$ cat src/rtl/uart_prog_loader.sv
// UART-driven program/data loader: receives framed 8N1 bytes, assembles little-endian 32-bit words
// and issues one-cycle write strobes into the program ROM (adr[14]=0) or data memory (adr[14]=1).
module uart_prog_loader #(
  parameter int CLK_FREQ_HZ = 10_000_000,
  parameter int BAUD        = 128_000,
  parameter int TIMEOUT_CYC = 2_000_000
) (
  input  logic        upg_clk_i,
  input  logic        upg_rst_i,
  input  logic        upg_rx_i,
  output logic        upg_clk_o,
  output logic        upg_wen_o,
  output logic [14:0] upg_adr_o,
  output logic [31:0] upg_dat_o,
  output logic        upg_done_o,
  output logic        upg_err_o,
  output logic        upg_tx_o
);

  localparam int DIV   = CLK_FREQ_HZ / BAUD;
  localparam int HALF  = DIV / 2;
  localparam int CNT_W = $clog2(DIV);
  localparam int TMO_W = $clog2(TIMEOUT_CYC + 1);

  typedef enum logic [1:0] {RX_IDLE, RX_START, RX_DATA, RX_STOP} rx_state_t;
  typedef enum logic [1:0] {F_IDLE, F_HDR, F_DATA, F_DONE} f_state_t;

  localparam logic [7:0] SYNC_BYTE = 8'hA5;

  // Receiver state
  logic             r_rx_meta, r_rx_sync, r_rx_prev;
  rx_state_t        r_rx_state, w_rx_state_nxt;
  logic [CNT_W-1:0] r_rx_cnt, w_rx_cnt_nxt;
  logic [2:0]       r_bit_idx, w_bit_idx_nxt;
  logic [7:0]       r_shift, w_shift_nxt;
  logic             r_byte_valid, w_byte_valid_nxt;
  logic             r_rx_ferr, w_rx_ferr_nxt;

  // Frame state
  f_state_t         r_f_state, w_f_state_nxt;
  logic [1:0]       r_hdr_idx, w_hdr_idx_nxt;
  logic [1:0]       r_byte_idx, w_byte_idx_nxt;
  logic [31:0]      r_word, w_word_nxt;
  logic [15:0]      r_words_left, w_words_left_nxt;
  logic [14:0]      r_wr_adr, w_wr_adr_nxt;
  logic [TMO_W-1:0] r_tmo_cnt, w_tmo_nxt;
  logic             r_wen, w_wen_nxt;
  logic [14:0]      r_adr, w_adr_nxt;
  logic [31:0]      r_dat, w_dat_nxt;
  logic             r_done, w_done_nxt;
  logic             r_err, w_err_nxt;
  logic             w_is_sync, w_tmo_hit;

  // NOTE: every signal written here gets a default first so no path leaves it unassigned (no latch).
  always_comb begin
    w_rx_state_nxt   = r_rx_state;
    w_rx_cnt_nxt     = r_rx_cnt + 1'b1;
    w_bit_idx_nxt    = r_bit_idx;
    w_shift_nxt      = r_shift;
    w_byte_valid_nxt = 1'b0;
    w_rx_ferr_nxt    = 1'b0;
    case (r_rx_state)
      RX_IDLE: begin
        w_rx_cnt_nxt = '0;
        if (r_rx_prev && !r_rx_sync) w_rx_state_nxt = RX_START;
      end
      RX_START: begin
        // Re-check the line mid start bit so short low glitches are rejected.
        if (r_rx_cnt == CNT_W'(HALF - 1)) begin
          w_rx_cnt_nxt  = '0;
          w_bit_idx_nxt = '0;
          w_rx_state_nxt = r_rx_sync ? RX_IDLE : RX_DATA;
        end
      end
      RX_DATA: begin
        if (r_rx_cnt == CNT_W'(DIV - 1)) begin
          w_rx_cnt_nxt  = '0;
          w_shift_nxt   = {r_rx_sync, r_shift[7:1]};
          w_bit_idx_nxt = r_bit_idx + 3'd1;
          if (r_bit_idx == 3'd7) w_rx_state_nxt = RX_STOP;
        end
      end
      RX_STOP: begin
        if (r_rx_cnt == CNT_W'(DIV - 1)) begin
          w_rx_cnt_nxt     = '0;
          w_rx_state_nxt   = RX_IDLE;
          w_byte_valid_nxt = r_rx_sync;
          w_rx_ferr_nxt    = !r_rx_sync;
        end
      end
      default: w_rx_state_nxt = RX_IDLE;
    endcase
  end

  always_comb begin
    w_f_state_nxt    = r_f_state;
    w_hdr_idx_nxt    = r_hdr_idx;
    w_byte_idx_nxt   = r_byte_idx;
    w_word_nxt       = r_word;
    w_words_left_nxt = r_words_left;
    w_wr_adr_nxt     = r_wr_adr;
    w_adr_nxt        = r_adr;
    w_dat_nxt        = r_dat;
    w_wen_nxt        = 1'b0;
    w_err_nxt        = 1'b0;
    w_tmo_nxt        = r_byte_valid ? '0 : r_tmo_cnt + 1'b1;
    w_is_sync        = r_byte_valid && (r_shift == SYNC_BYTE);
    w_tmo_hit        = ((r_f_state == F_HDR) || (r_f_state == F_DATA)) && !r_byte_valid &&
                       (r_tmo_cnt == TMO_W'(TIMEOUT_CYC - 1));
    if (r_rx_ferr || w_tmo_hit) begin
      w_f_state_nxt = F_IDLE;
      w_err_nxt     = 1'b1;
    end else begin
      case (r_f_state)
        F_IDLE, F_DONE: begin
          if (w_is_sync) begin
            w_f_state_nxt = F_HDR;
            w_hdr_idx_nxt = '0;
          end
        end
        F_HDR: begin
          if (r_byte_valid) begin
            w_hdr_idx_nxt = r_hdr_idx + 2'd1;
            case (r_hdr_idx)
              2'd0: w_wr_adr_nxt[7:0]      = r_shift;
              2'd1: w_wr_adr_nxt[14:8]     = r_shift[6:0];
              2'd2: w_words_left_nxt[7:0]  = r_shift;
              default: begin
                w_words_left_nxt[15:8] = r_shift;
                w_byte_idx_nxt         = '0;
                w_f_state_nxt = ({r_shift, r_words_left[7:0]} == 16'd0) ? F_DONE : F_DATA;
              end
            endcase
          end
        end
        F_DATA: begin
          if (r_byte_valid) begin
            w_word_nxt[{r_byte_idx, 3'b000} +: 8] = r_shift;
            w_byte_idx_nxt = r_byte_idx + 2'd1;
            if (r_byte_idx == 2'd3) begin
              w_wen_nxt        = 1'b1;
              w_adr_nxt        = r_wr_adr;
              w_dat_nxt        = {r_shift, r_word[23:0]};
              w_wr_adr_nxt     = r_wr_adr + 15'd1;
              w_words_left_nxt = r_words_left - 16'd1;
              if (r_words_left == 16'd1) w_f_state_nxt = F_DONE;
            end
          end
        end
        default: w_f_state_nxt = F_IDLE;
      endcase
    end
    // done rises one cycle after the last strobe and drops as soon as a new frame starts.
    w_done_nxt = (r_f_state == F_DONE) && (w_f_state_nxt == F_DONE);
  end

  // NOTE: sequential state uses non-blocking assignments so all registers update from pre-edge values.
  always_ff @(posedge upg_clk_i) begin
    if (!upg_rst_i) begin
      r_rx_meta    <= 1'b1;
      r_rx_sync    <= 1'b1;
      r_rx_prev    <= 1'b1;
      r_rx_state   <= RX_IDLE;
      r_rx_cnt     <= '0;
      r_bit_idx    <= '0;
      r_shift      <= '0;
      r_byte_valid <= 1'b0;
      r_rx_ferr    <= 1'b0;
      r_f_state    <= F_IDLE;
      r_hdr_idx    <= '0;
      r_byte_idx   <= '0;
      r_word       <= '0;
      r_words_left <= '0;
      r_wr_adr     <= '0;
      r_tmo_cnt    <= '0;
      r_wen        <= 1'b0;
      r_adr        <= '0;
      r_dat        <= '0;
      r_done       <= 1'b0;
      r_err        <= 1'b0;
    end else begin
      r_rx_meta    <= upg_rx_i;
      r_rx_sync    <= r_rx_meta;
      r_rx_prev    <= r_rx_sync;
      r_rx_state   <= w_rx_state_nxt;
      r_rx_cnt     <= w_rx_cnt_nxt;
      r_bit_idx    <= w_bit_idx_nxt;
      r_shift      <= w_shift_nxt;
      r_byte_valid <= w_byte_valid_nxt;
      r_rx_ferr    <= w_rx_ferr_nxt;
      r_f_state    <= w_f_state_nxt;
      r_hdr_idx    <= w_hdr_idx_nxt;
      r_byte_idx   <= w_byte_idx_nxt;
      r_word       <= w_word_nxt;
      r_words_left <= w_words_left_nxt;
      r_wr_adr     <= w_wr_adr_nxt;
      r_tmo_cnt    <= w_tmo_nxt;
      r_wen        <= w_wen_nxt;
      r_adr        <= w_adr_nxt;
      r_dat        <= w_dat_nxt;
      r_done       <= w_done_nxt;
      r_err        <= w_err_nxt;
    end
  end

  assign upg_clk_o  = upg_clk_i;
  assign upg_wen_o  = r_wen;
  assign upg_adr_o  = r_adr;
  assign upg_dat_o  = r_dat;
  assign upg_done_o = r_done;
  assign upg_err_o  = r_err;
  assign upg_tx_o   = 1'b1;

endmodule
$ cat config.mk
export PLATFORM = sky130hd
export DESIGN_NAME = uart_prog_loader
export DESIGN_NICKNAME = d
export VERILOG_FILES = /design/src/rtl/uart_prog_loader.sv
export SDC_FILE = /design/constraint.sdc
export NUM_CORES = 1
export LEC_CHECK = 0
export CAP_MARGIN = 20
export CORE_ASPECT_RATIO = 1.25
export CORE_UTILIZATION = 40
export DETAILED_ROUTE_END_ITERATION = 7
export GPL_TIMING_DRIVEN = 0
export SYNTH_ARGS = -nofsm -noshare
export SYNTH_HDL_FRONTEND = slang
export SYNTH_SLANG_ARGS = --single-unit
$ cat constraint.sdc
create_clock -name upg_clk_i -period 2.5 [get_ports upg_clk_i]
set_input_delay 0.5 -clock upg_clk_i [delete_from_list [all_inputs] [get_ports upg_clk_i]]
set_output_delay 0.5 -clock upg_clk_i [all_outputs]
set_load 0.02 [all_outputs]
==> results of run 1 <==
[how the worst max path moves through the flow]
stage,start,to,slack [ps],cells past startpoint
5_1_grt,r_f_state[0],r_words_left[7],-3,7
6_report,upg_clk_i,upg_clk_o,80,4
3_5_place_dp,r_f_state[0],r_wr_adr[0],-210,8
2_1_floorplan,r_f_state[0],r_wr_adr[0],300,8
3_3_place_gp,r_f_state[1],r_words_left[14],-470,9
4_1_cts,r_f_state[0],upg_adr_o[9],10,9
[final cells by class]
class                           instances  area, um2  share of cell area (%)
Timing Repair Buffer                   52        515                    5.84
Inverter                               23       86.3                   0.979
Multi-Input combinational cell        657       3810                    43.2
Clock buffer                           21        509                    5.77
Tap cell                              224        280                    3.18
Sequential cell                       157       3140                    35.6
Buffer                                 62        278                    3.15
Clock inverter                         15        198                    2.24
[synth_stat cells, types with 9 or more instances]
master	count	area, um2
nand2_1	193	724
dfxtp_1	157	3140
a21oi_1	83	415
nor2_1	58	218
nand3_1	50	250
clkbuf_1	48	180
o21ai_0	26	130
a31oi_1	25	156
ha_1	23	288
inv_1	23	86.3
a31o_2	20	175
nor3_1	14	70.1
xnor2_1	14	123
mux2i_1	12	120
nand4_1	12	75.1
nand2b_1	11	68.8
o31ai_1	10	75.1
and2_1	9	56.3
[registers in the layout, summed over array words and instances, names as in the netlist, 3 cells and up, named ones only]
register / count
r_bit_idx: 3
r_wr_adr: 15
r_rx_cnt: 7
upg_dat_o: 32
r_words_left: 16
r_tmo_cnt: 21
upg_adr_o: 15
r_shift: 8
r_word: 24
[metal layers]
metal,track usage (%),vias to the layer above,wire length (um)
li1,-,3285,-
met1,26.4,3083,8720
met2,35.4,180,9260
met3,3.59,40,696
met4,11.0,0,567
met5,0,-,0
[what timing repair did]
item	in CTS	in global routing
pin swaps	0	1
endpoints found under the setup margin	46	65
gates resized for setup	6	13
[report_power, final]
group	internal (mW)	switching [mW]	leakage, nW
registers	2.52	0.0195	1.27
logic	0.0979	0.206	1.49
clock network	1.85	1.21	0.352
[metrics by stage]
step	TNS, ps	std cells	power (mW)
finish	0	1211	5.90
CTS	0	1211	5.95
floorplan	0	899	2.84
detailed placement	-5950	1176	2.95
global route	-3.02	1211	6.10
global placement	-9500	1175	2.95
[cells by family (layout without fill, tap and decap cells)]
family / after synthesis / after routing
multiplexers: 12 / 12
XOR/XNOR: 22 / 22
other: 1 / 1
flip-flops: 157 / 157
AND/OR/NAND/NOR: 400 / 400
AO/OA/AOI/OAI: 199 / 199
adder cells (fa/ha/maj): 23 / 23
buffers and inverters: 85 / 173
==> run_results.csv, run 1 <==
group,metric,value,unit
yosys,syn-instance-count,899,
drt,routed_via_density,5.44,
yosys,yosys.area_share.simple,25.8,%
drt,drt-total-wl,19200,um
yosys,synth_nets,925,
yosys,syn_area_per_cell,8.06,um2
global_route,antenna_found_initial,0,
clock_tree,cts_tree,"yes",
yosys,synth_compound_area_share,17.5,%
worst_setup_path,path_cells,"clkbuf_16, clkbuf_16, buf_4, dlygate4sd2_1",
global_route,grt_max_degree,17,
floorplanning,ios,55,
cells_and_area,antenna_cells,0,
worst_hold_path,hold_end,"r_rx_sync",
yosys,yosysSeqAreaShare,43.4,%
clock_tree,clk_pin_slew,60,ps
cells_and_area,fin_util,50.2,%
worst_setup_path,cpPeakStageDelay,310,ps
worst_hold_path,hp-class,"reg2reg",
timing,max_slew.worst_pin.slew,906,ps
cells_and_area,drive_above_1_share,9.12,%
job,max_cap_viol_count,0,
worst_hold_path,worstHoldStart,"r_rx_meta",
floorplanning,die_h,153,um
worst_setup_path,crit_type,"clk2out",
timing,maxSlewHeadroom,39.5,%
place,hpwl,13500,um
worst_setup_path,worst-r2r-cell-count,5,
floorplanning,num_rows,54,
cells_and_area,area_delta_synth_final,21.7,%
cells_and_area,fin_area,8820,um2
yosys,ys_types,63,
place,place_congestion,0.892,
pwr,p_leak,3.10,nW
yosys,synth_fa_ha_area_share,3.97,%
worst_setup_path,cp-end-kind,"primary output",
place,io_buffer_count,52,
yosys,synthXorXnorAreaFrac,2.66,%
worst_setup_path,critical-path-top-delay-family,"buffers and inverters",
yosys,synth_top_family_by_area,"simple AND/OR/NAND/NOR gates",
cells_and_area,fillCellCount,1714,
global_route,groute.usage.overall,21.4,%
floorplanning,core_area,17600,um2
pwr,power.density,669,nW/um2
timing,report.final.slew_viol_count,0,
yosys,synthArstFlopShare,0,%
floorplanning,dieWidth,122,um
worst_setup_path,arrival,1920,ps
cells_and_area,nNetsFinal,1000,
drt,drt-pass1-iter-count,5,
timing,hold_slack,405,ps
place,post_dp_cell_area,8050,um2
global_route,grt_overflow_total,0,
timing,setup_viol,0,
timing,layout_setup_ws,81.5,ps
worst_hold_path,hold_depth,1,
place,dp_slack,-206,ps
clock_tree,holdBufCountCts,0,
timing,finClkSkew,11.9,ps
global_route,grt_pass1_wl,31500,um
drt,wl_per_cell,15.9,um
yosys,synth_mux_area_share,1.66,%
timing,finalHoldViolCount,0,
drt,route.detailed.drc,0,
outcome,status,"finished, final reports clean",
pwr,ir_drop,529,uV
worst_setup_path,r2r_slack,130,ps
worst_setup_path,cp-start-kind,"clock port",
worst_setup_path,crit_required,2000,ps
clock_tree,post_cts_buffers,0,
drt,drtIter0Drc,500,
worst_setup_path,critPathMostFrequentCell,"clkbuf_16",
worst_setup_path,slowest_stage,"dlygate4sd2_1",
worst_setup_path,worstReg2RegEnd,"upg_done_o",
worst_setup_path,cp_num_buf_inv,4,
yosys,ys_seq_elements,157,
drt,num_vias,6588,
yosys,synth_edf_count,0,
clock_tree,clock_latency,550,ps
drt,ant_nets,0,
floorplanning,initial_core_util,41.3,%
cells_and_area,final_common_cell,"nand2_1",
global_route,first_global_vias,6209,
worst_setup_path,crit_path_max_fanout,2,
yosys,yosysWarningCount,0,
yosys,ys.flop_type,"dfxtp_1",
cells_and_area,final_cell_mix,"nand2_1 (193), dfxtp_1 (157), a21oi_1 (83), nor2_1 (58), clkdlybuf4s50_1 (51)",
yosys,netlist_area,7250,um2
timing,rsz0062_at_grt,"yes",
floorplanning,die-area,18700,um2
worst_setup_path,reg2reg_from,"r_words_left[8]",
No activity file was read; power rests on OpenSTA's default activity.
==> run 2, diff against run 1 <==
--- a/config.mk
+++ b/config.mk
@@ -6,7 +6,6 @@
 export NUM_CORES = 1
 export LEC_CHECK = 0
 export CAP_MARGIN = 20
-export CORE_ASPECT_RATIO = 1.25
 export CORE_UTILIZATION = 40
 export DETAILED_ROUTE_END_ITERATION = 7
 export GPL_TIMING_DRIVEN = 0
==> run_results.csv, run 2 (synthesis results as in run 1) <==
group,metric,value,unit
worst_setup_path,cp_num_buf_inv,4,
pwr,ir_drop,502,uV
floorplanning,num_rows,48,
floorplanning,die-area,18700,um2
cells_and_area,stdcell_count,1213,
global_route,grt_overflow_total,0,
worst_setup_path,cpPeakStageDelay,310,ps
global_route,antenna_found_initial,0,
place,hpwl,13300,um
cells_and_area,largest_reg_flops,32,
cells_and_area,final_common_cell,"nand2_1",
clock_tree,clock_latency,550,ps
place,io_buffer_count,52,
global_route,grt_pass1_wl,31500,um
worst_setup_path,cp-end-kind,"primary output",
timing,maxSlewHeadroom,35.7,%
floorplanning,initial_core_util,41.5,%
worst_setup_path,slowest_stage,"dlygate4sd2_1",
worst_setup_path,cp-start-kind,"clock port",
timing,report.final.slew_viol_count,0,
drt,route.detailed.drc,0,
global_route,grt_max_degree,17,
worst_setup_path,critPathMostFrequentCell,"clkbuf_16",
global_route,groute.usage.overall,21.9,%
cells_and_area,drive_above_1_share,9.01,%
place,dp_cells,1178,
timing,rsz0062_at_grt,"no",
worst_hold_path,hp-class,"reg2reg",
outcome,status,"finished, final reports clean",
place,place_congestion,0.875,
timing,max_slew.worst_pin.slew,963,ps
cells_and_area,area_delta_synth_final,21.2,%
floorplanning,ios,55,
worst_hold_path,hold_depth,1,
worst_setup_path,critical-path-top-delay-family,"buffers and inverters",
timing,setup_viol,0,
floorplanning,dieWidth,137,um
cells_and_area,nNetsFinal,1001,
clock_tree,post_cts_buffers,0,
clock_tree,clk_pin_slew,60,ps
worst_setup_path,crit_type,"clk2out",
drt,wl_per_cell,15.8,um
timing,hold_slack,408,ps
drt,routed_via_density,5.36,
worst_setup_path,path_cells,"clkbuf_16, clkbuf_16, buf_4, dlygate4sd2_1",
drt,ant_nets,0,
global_route,first_global_vias,6281,
place,dp_slack,-189,ps
drt,num_vias,6505,
worst_setup_path,crit_start,"upg_clk_i",
worst_setup_path,r2r_slack,150,ps
clock_tree,cts_tree,"yes",
drt,drt-total-wl,19200,um
worst_setup_path,worst-r2r-cell-count,9,
floorplanning,die_h,137,um
timing,finClkSkew,12.6,ps
cells_and_area,fillCellCount,1715,
worst_setup_path,crit_end,"upg_clk_o",
worst_setup_path,reg2reg_from,"r_f_state[0]",
drt,drtIter0Drc,415,
timing,layout_setup_ws,78.3,ps
cells_and_area,seq_area,3140,um2
worst_setup_path,crit_cells,4,
pwr,power.density,651,nW/um2
cells_and_area,antenna_cells,0,
pwr,p_leak,3.07,nW
worst_setup_path,crit_required,2000,ps
job,max_cap_viol_count,0,
drt,drt-pass1-iter-count,5,
cells_and_area,multiInputGateArea,3790,um2
worst_setup_path,crit_path_max_fanout,2,
timing,finalHoldViolCount,0,
cells_and_area,final_cell_mix,"nand2_1 (193), dfxtp_1 (157), a21oi_1 (83), nor2_1 (58), clkdlybuf4s50_1 (51)",
worst_setup_path,arrival,1920,ps
floorplanning,core_area,17500,um2
worst_setup_path,worstReg2RegEnd,"r_words_left[0]",
==> run 2: changes by cell type in the layout (fill, tap and decap cells not counted), moves of 2 or more <==
cell / previous run / this run
clkbuf_1: 43 / 45
clkbuf_2: 5 / 3
clkinvlp_4: 1 / 4
inv_8: 3 / 1
inv_6: 6 / 3
clkinv_4: 1 / 3
==> run 2: worst register-to-register path: cells and delay by family (launching register included) <==
family                     cells  cell delay [ps]
AOI/OAI and AO/OA              1               90
adders and majority gates      1              310
buffers and inverters          4              650
DFF                            1              380
and+or+nand+nor                3              780
==> run 2: area by class of cell <==
class | instances | area share, %
clock inverter | 14 | 1.81
tap | 225 | 3.21
multi-input combinational | 657 | 43.2
timing repair buffer | 53 | 6.00
sequential | 157 | 35.8
inverter | 23 | 0.983
buffer | 62 | 3.18
clock buffer | 22 | 5.84
==> run 2: power by group <==
group          total [mW]  switching [mW]  internal, mW
Combinational       0.296           0.200        0.0963
Sequential           2.54          0.0197          2.52
Clock                2.89            1.16          1.73
==> run 2: per-stage QoR <==
| stage | TNS (ps) | total power [mW] | cell area, um2 | utilization [%] |
|---|---|---|---|---|
| 6_report | 0 | 5.72 | 8780 | 50.3 |
| 5_1_grt | 0 | 5.92 | 8780 | 50.3 |
| 4_1_cts | 0 | 5.78 | 8750 | 50.1 |
| 3_5_place_dp | -5610 | 2.95 | 8070 | 46.2 |
| 3_3_place_gp | -8660 | 2.95 | 8050 | 46.1 |
| 2_1_floorplan | 0 | 2.84 | 7250 | - |
==> run 2: routing by layer <==
layer | wire length, um | global-route usage (%) | up-vias
li1 | - | - | 3283
met1 | 9010 | 28.1 | 3029
met2 | 8820 | 34.9 | 163
met3 | 936 | 5.37 | 30
met4 | 407 | 9.51 | 0
met5 | 0 | 0 | -
==> run 2: worst min path at each step <==
stage | from | end | slack, ps
global placement | r_rx_meta | r_rx_sync | 390
global route | r_rx_meta | r_rx_sync | 430
detailed placement | r_rx_meta | r_rx_sync | 400
finish | r_rx_meta | r_rx_sync | 410
floorplan | r_rx_meta | r_rx_sync | 390
CTS | r_rx_meta | r_rx_sync | 410
==> run 2: timing repair <==
item	in CTS	in global routing
resized for setup	5	13
hold buffers	0	0
endpoints found under the hold margin	0	0
setup endpoints to repair	55	65
==> run 3, diff against run 2 <==
--- a/config.mk
+++ b/config.mk
@@ -5,10 +5,11 @@
 export SDC_FILE = /design/constraint.sdc
 export NUM_CORES = 1
 export LEC_CHECK = 0
+export ABC_CLOCK_PERIOD_IN_PS = 2500
 export CAP_MARGIN = 20
 export CORE_UTILIZATION = 40
 export DETAILED_ROUTE_END_ITERATION = 7
-export GPL_TIMING_DRIVEN = 0
+export PLACE_DENSITY = 0.55
 export SYNTH_ARGS = -nofsm -noshare
 export SYNTH_HDL_FRONTEND = slang
 export SYNTH_SLANG_ARGS = --single-unit
==> run_results.csv, run 3 (synthesis results as in run 1) <==
group,metric,value,unit
outcome,status,"finished, final reports clean",
floorplanning,core_area,17500,um2
cells_and_area,seq_area,3140,um2
cells_and_area,final_cell_mix,"nand2_1 (193), dfxtp_1 (157), a21oi_1 (83), nor2_1 (58), clkdlybuf4s50_1 (51)",
floorplanning,initial_core_util,41.5,%
floorplanning,num_rows,48,
timing,fmax,0.436,GHz
timing,rsz0062_at_grt,"no",
worst_setup_path,cp-start-kind,"clock port",
drt,num_vias,6424,
pwr,power.density,653,nW/um2
global_route,grt_max_degree,64,
drt,route.detailed.drc,0,
clock_tree,clk_pin_slew,70,ps
place,post_dp_cell_area,8040,um2
cells_and_area,fillCellCount,1674,
timing,report.final.slew_viol_count,0,
cells_and_area,drive_above_1_share,10.9,%
drt,drtIter0Drc,405,
floorplanning,die-area,18700,um2
timing,maxSlewHeadroom,56.6,%
pwr,p_leak,3.10,nW
pwr,ir_drop,799,uV
clock_tree,post_cts_buffers,0,
worst_setup_path,crit_required,2000,ps
worst_setup_path,crit_path_max_fanout,2,
timing,min_period,2300,ps
timing,finalHoldViolCount,0,
place,io_buffer_count,53,
place,hpwl,12500,um
clock_tree,holdBufCountCts,0,
cells_and_area,area_delta_synth_final,20.3,%
worst_setup_path,arrival,1800,ps
place,dp_cells,1147,
cells_and_area,nNetsFinal,970,
clock_tree,cts_tree,"yes",
worst_hold_path,hp-class,"reg2reg",
timing,max_slew.worst_pin.slew,650,ps
floorplanning,ios,55,
cells_and_area,final_common_cell,"nand2_1",
drt,wl_per_cell,15.8,um
global_route,groute.usage.overall,21.3,%
global_route,grt_overflow_total,0,
cells_and_area,largest_reg_flops,32,
clock_tree,clock_latency,540,ps
timing,fin_crit_sh,92.1,%
worst_setup_path,crit_type,"clk2out",
job,max_cap_viol_count,0,
floorplanning,die_h,137,um
cells_and_area,multiInputGateArea,3760,um2
drt,drt-total-wl,18700,um
drt,drt-pass1-iter-count,5,
cells_and_area,stdcell_count,1182,
timing,setup_viol,0,
cells_and_area,fin_area,8720,um2
global_route,first_global_vias,6089,
drt,routed_via_density,5.43,
global_route,antenna_found_initial,0,
cells_and_area,antenna_cells,0,
floorplanning,dieWidth,137,um
global_route,grt_pass1_wl,30800,um
place,place_congestion,0.861,
timing,finalSetupTns,0,ps
drt,ant_nets,0,
worst_setup_path,cp-end-kind,"primary output",
timing,finClkSkew,11.5,ps
==> run 3: cell type report <==
cell class,count,area share [%]
clock buffers,23,6.16
clock inverters,13,1.66
inverters,23,0.990
multi-input cells,657,43.1
flip-flops and latches,157,36.1
well taps,225,3.23
repair buffers,84,8.81
==> run 3: final timing paths <==
check,start,to,slack (ps),cells after the start
worst max-delay path,upg_clk_i,upg_clk_o,200,3
worst min-delay path,r_rx_meta,r_rx_sync,410,1
worst max register to register,r_f_state[0],r_wr_adr[0],210,8
worst min register to register,r_rx_meta,r_rx_sync,410,1
==> run 3: through the flow <==
step / hold WS, ps / worst slack (ps) / power (mW) / util, %
final: 411 / 197 / 5.70 / 49.9
after global routing: 414 / 29.2 / 5.92 / 49.9
after CTS: 395 / 149 / 5.78 / 49.8
after detailed placement: 395 / 166 / 2.91 / 46.0
after global placement: 400 / 242 / 2.91 / 46.0
after floorplan: 386 / 296 / 2.84 / -
==> run 3: critical path, cell delays in order <==
cell and delay [ps]:
clkbuf_16 120, clkbuf_16 130, dlygate4sd2_1 310
==> run 3: what timing repair did <==
item                                    4_1_cts  5_1_grt
resized for setup                             1        3
endpoints found under the setup margin        1       14
pin swaps                                     0        0
==> run 3: routing by layer <==
metal	up-vias	global-route usage (%)	routed length (um)
met4	0	9.57	444
met1	2972	26.8	8510
met2	203	34.0	8720
li1	3215	-	-
met3	34	5.59	1030
met5	-	0	0
==> run 3: power breakdown <==
part	leakage [nW]	switching [mW]	internal [mW]
combinational	1.51	0.184	0.0931
clock	0.333	1.20	1.69
sequential	1.27	0.0184	2.52
total	3.10	1.40	4.30
==> patch 1, RTL diff (flow settings as in run 2) <==
The parameter `BAUD` goes from 128_000 to 64_000.
--- a/src/rtl/uart_prog_loader.sv
+++ b/src/rtl/uart_prog_loader.sv
@@ -2,7 +2,7 @@
 // and issues one-cycle write strobes into the program ROM (adr[14]=0) or data memory (adr[14]=1).
 module uart_prog_loader #(
   parameter int CLK_FREQ_HZ = 10_000_000,
-  parameter int BAUD        = 128_000,
+  parameter int BAUD        = 64_000,
   parameter int TIMEOUT_CYC = 2_000_000
 ) (
   input  logic        upg_clk_i,
Function: no difference found for any inputs over 10 cycles, from zero or initial values and one cycle with upg_rst_i low; that may be too few to reach the edited logic, so the function may still have changed.
==> patch 1 against run 2 <==
Via count rose by 1.7%; final cell count shrank 0.58%; synthesized cell count is 0.89% lower; synthesized area decreased by 0.38%; register-to-register slack worse by 0.05 ns; total power is 1.2% higher; final area rose by 0.41%; setup slack better by 0.0054 ns; wire length rose by 2.0%; sequential cell count is 1 higher; critical endpoint unchanged.
==> patch 1: results (changes against run 2) <==
[status]
outcome=finished, final reports clean  ; unchanged

[setup_path]
worstRegToRegCells=9  ; unchanged
cp_max_fo=2  ; unchanged
cpPeakStageDelay_ns=0.31  ; about the same
slowest_stage=dlygate4sd2_1  ; unchanged
crit_arrival_ns=1.92  ; about the same

[synthesis]
synth_nets=916  ; was 925
ys_seq_area_share_pct=43.8  ; was 43.4%
synthArstFlopShare_pct=0  ; unchanged
synth_area_leaders=dfxtp_1 44%, nand2_1 8.2%, a21oi_1 6.9%, ha_1 3.8%, nand3_1 3.5%  ; was dfxtp_1 43%, nand2_1 10%, a21oi_1 5.7%, ha_1 4.0%, nand3_1 3.5%
synth_flop_cell=dfxtp_1  ; unchanged
synth_commonest_cells=158 x dfxtp_1, 158 x nand2_1, 100 x a21oi_1  ; was 193 x nand2_1, 157 x dfxtp_1, 83 x a21oi_1
synth_cell_types=59  ; was 63
yosys_warnings=0  ; unchanged

[finish]
final_layout_size_suffix_gt1_share_pct=9.48  ; was 9.01%
insertedDiodeCount=0  ; unchanged
largest_reg_flops=32  ; unchanged
fin_nets=993  ; was 1,001
fillers=1686  ; was 1,715

[power_and_ir_drop]
power.leakage_uw=0.00298  ; was 0.00307 uW
peakVddDrop_mv=0.664  ; was 0.502 mV

[global_routing]
grt_pass1_vias=5961  ; was 6,281
grt_antenna_before_repair=0  ; unchanged
grt_util_all_layers_pct=21.8  ; was 21.9%
grt_max_degree=17  ; unchanged
grt_pass1_wl_um=31300  ; was 31,500 um

[min_path]
hold_path.class=flip-flop to flip-flop  ; unchanged
hold_path_depth=1  ; unchanged

[placed_design]
placed_cell_area_um2=8040  ; was 8070 um2
gp_routability_congestion=0.918  ; was 0.875
dp_hpwl_um=13400  ; was 13,300 um
port-buffer-count=53  ; was 52

[cts]
cts.clk_slew.worst_paths_ns=0.07
postCtsSetupBuffers=0  ; unchanged
clock_latency_ns=0.55  ; about the same

[drt]
first_iter_violations=461  ; was 415
routedWlPerCell_um=16.2  ; was 15.8 um
ant_nets=0  ; unchanged
vias_per_cell=5.49  ; was 5.36
dr.pass1.iters=5  ; unchanged

[sta]
max-slew-margin-rel_pct=37.4  ; was 35.7%
hold_violations=0  ; unchanged
skew_ns=0.00868  ; was 0.0126 ns

-- patch 1: cell count changes after synthesis, moves of 6 or more --
cell and change:
xnor2_1 -7, nand2_1 -35, a31oi_1 -6, xor2_1 +9
o21ai_0 -7, nor2_1 +7, a21oi_1 +17, a31o_2 -12
o311ai_0 +6, nand4b_1 +6
-- patch 1: final cells by class --
type / instances / area, um2 / share of cell area (%)
repair buffers: 54 / 531 / 6.02
well taps: 225 / 282 / 3.19
multi-input cells: 645 / 3760 / 42.7
inverters: 23 / 86.3 / 0.979
plain buffers: 65 / 295 / 3.35
clock inverters: 12 / 149 / 1.69
flip-flops and latches: 158 / 3160 / 35.9
clock buffers: 24 / 551 / 6.24
-- patch 1: power by group --
| part | switching [uW] | internal [uW] | leakage [uW] |
|---|---|---|---|
| clock network | 1170 | 1810 | 0.000347 |
| logic | 185 | 76.8 | 0.00136 |
| registers | 14.6 | 2530 | 0.00127 |
| total | 1370 | 4420 | 0.00298 |
-- patch 1: per-stage QoR --
stage / util [%] / setup slack (ns) / cells / total power, uW
6_report: 50.5 / 0.0838 / 1206 / 5790
5_1_grt: 50.5 / 0.00609 / 1206 / 5980
4_1_cts: 50.1 / 0.0340 / 1206 / 5840
3_5_place_dp: 46.0 / -0.486 / 1171 / 2920
3_3_place_gp: 46.0 / -0.469 / 1169 / 2920
2_1_floorplan: - / 0.340 / 891 / 2810
-- patch 1: kinds of logic (layout without fill, tap and decap cells) --
family,count (synthesis),in the layout,share of synthesized area [%]
mux,10,10,1.39
fa+ha+maj,22,22,3.81
other cells,1,1,0.0519
buf+inv,88,178,4.99
compound gates,199,199,17.1
xor+xnor,24,24,2.91
simple gates,389,389,25.9
flops,158,158,43.8
-- patch 1: worst max-delay path: cells and delay by family --
kind / cells / cell delay, ns
buffers and inverters: 4 / 0.67
-- patch 1: final timing paths --
kind              slack (ns)          from          end
setup reg to reg        0.10  r_f_state[0]  r_wr_adr[8]
hold reg to reg         0.42     r_rx_meta    r_rx_sync
hold / removal          0.42     r_rx_meta    r_rx_sync
setup / recovery        0.08     upg_clk_i    upg_clk_o
-- patch 1: routing by layer --
layer / global-route usage, % / routed length (um) / share of wire, % / vias to the layer above
met4: 9.20 / 384 / 2.0 / 0
li1: - / - / - / 3299
met3: 4.10 / 1100 / 5.6 / 29
met2: 34.8 / 8920 / 46 / 199
met5: 0 / 0 / 0 / -
met1: 28.7 / 9150 / 47 / 3088
-- patch 1: timing repair --
item | 4_1_cts | 5_1_grt
pin swaps | 0 | 2
hold endpoints to repair | 0 | 0
endpoints found under the setup margin | 65 | 62
gates resized for setup | 12 | 30
==> patch 2, RTL diff (flow settings as in run 2) <==
Without the edit above. Encoding of `f_state_t`: now one-hot (4 bits for 4 states).
--- a/src/rtl/uart_prog_loader.sv
+++ b/src/rtl/uart_prog_loader.sv
@@ -23,7 +23,7 @@
   localparam int TMO_W = $clog2(TIMEOUT_CYC + 1);
 
   typedef enum logic [1:0] {RX_IDLE, RX_START, RX_DATA, RX_STOP} rx_state_t;
-  typedef enum logic [1:0] {F_IDLE, F_HDR, F_DATA, F_DONE} f_state_t;
+  typedef enum logic [3:0] {F_IDLE = 4'b0001, F_HDR = 4'b0010, F_DATA = 4'b0100, F_DONE = 4'b1000} f_state_t;
 
   localparam logic [7:0] SYNC_BYTE = 8'hA5;
 
Formal check against the unedited RTL: same outputs for any inputs over 10 cycles, from zero or initial values and one cycle with upg_rst_i low; not proved beyond that.
==> patch 2 against run 2 <==
The run now ends with design-rule violations left; synthesized area rose by 3.3%; final area up 2.1%; sequential share of layout area decreased by 0.29 points; setup slack gained 0.0044 ns; wire length up 6.7%; global-route usage fell by 0.059 points; sequential cell count increased by 2.
Power is not compared: it rests on default switching activity, and its combinational part moved more than twofold at a synthesized area within 25%.
==> patch 2: results (changes against run 2) <==
[finish]
final_layout_size_suffix_gt1_share_pct=7.44  ; was 9.01%
insertedDiodeCount=0  ; unchanged
fillers=1766  ; was 1,715
fin_nets=963  ; was 1,001

[global_routing]
grt_max_degree=18  ; was 17
grt_util_all_layers_pct=21.9  ; about the same
grt_pass1_vias=6221  ; was 6,281
grt_pass1_wl_um=33200  ; was 31,500 um

[synthesis]
synth_fa_ha_area_share_pct=3.17  ; was 3.97%
ys_seq_area_share_pct=42.5  ; was 43.4%
synthMuxAreaShare_pct=5.38  ; was 1.66%
synth_cell_types=72  ; was 63
synth_nets=889  ; was 925
yosys.area_share.xor_xnor_pct=2.34  ; was 2.66%
synth_area_leaders=dfxtp_1 43%, nand2_1 5.1%, mux2i_1 5.1%, nand4_1 4.2%, o21ai_0 4.0%  ; was dfxtp_1 43%, nand2_1 10%, a21oi_1 5.7%, ha_1 4.0%, nand3_1 3.5%
synth_compound_area_share_pct=16.8  ; was 17.5%
synth_commonest_cells=159 x dfxtp_1, 102 x nand2_1, 60 x o21ai_0  ; was 193 x nand2_1, 157 x dfxtp_1, 83 x a21oi_1
synth_flop_cell=dfxtp_1  ; unchanged
yosys_warnings=0  ; unchanged

[placed_design]
dp_hpwl_um=14200  ; was 13,300 um

[drt]
dr.pass1.iters=7  ; was 5
drcViolationCount=2  ; was 0
first_iter_violations=548  ; was 415
wirelength_um=20500  ; was 19,200 um
vias_per_cell=5.64  ; was 5.36

[sta]
skew_ns=0.0107  ; was 0.0126 ns
max-slew-margin-rel_pct=30.3  ; was 35.7%

[status]
outcome=finished, violations left  ; was finished, final reports clean
violations=design-rule violations

[setup_path]
cpPeakStageDelay_ns=0.31  ; about the same
cp_max_fo=2  ; unchanged

[patch 2: changes by cell type after synthesis, sizes merged, moves of 7 or more]
cell	change
a21oi	-33
a31o	-24
a31oi	-10
inv	-8
mux2i	+26
nand2	-91
nand3	-11
nand4	+37
o211ai	+7
o21ai	+34
o22ai	+10
or3	+8
[patch 2: area by class of cell]
type,count,area (um2),share of cell area (%)
Buffer,68,295,3.29
Clock buffer,21,509,5.68
Clock inverter,15,170,1.90
Inverter,15,56.3,0.628
Multi-Input combinational cell,625,3960,44.1
Sequential cell,159,3180,35.5
Tap cell,229,287,3.20
Timing Repair Buffer,51,510,5.69
[patch 2: path summary, 6_finish.rpt]
path                               startpoint            end  slack [ns]  cells past startpoint
worst max-delay path                upg_clk_i      upg_clk_o        0.08                      4
worst min-delay path                r_rx_meta      r_rx_sync        0.42                      1
worst max register to register  r_byte_idx[0]  upg_dat_o[11]        0.16                      6
worst min register to register      r_rx_meta      r_rx_sync        0.42                      1
[patch 2: through the flow]
stage / setup WS (ns) / instance area, um2 / hold WS [ns] / power [uW] / std cells
floorplan: 0.537 / 7490 / 0.386 / 2710 / 867
global placement: 0.0859 / 8300 / 0.389 / 2770 / 1148
detailed placement: 0.0721 / 8300 / 0.396 / 2770 / 1148
CTS: 0.0674 / 8960 / 0.421 / 5620 / 1183
global route: 0.0129 / 8970 / 0.442 / 5740 / 1183
finish: 0.0827 / 8970 / 0.418 / 5570 / 1183
[patch 2: layer usage]
layer  up-vias  part of all wire [%]  GRT usage [%]
li1       3332                     -              -
met1      3121                    47           29.1
met2       189                    45           34.4
met3        35                   5.4           4.25
met4         0                   2.2           9.77
met5         -                     0              0
[patch 2: timing repair]
action,CTS,global route
setup buffers,0,0
setup endpoints to repair,1,30
resized for setup,1,1
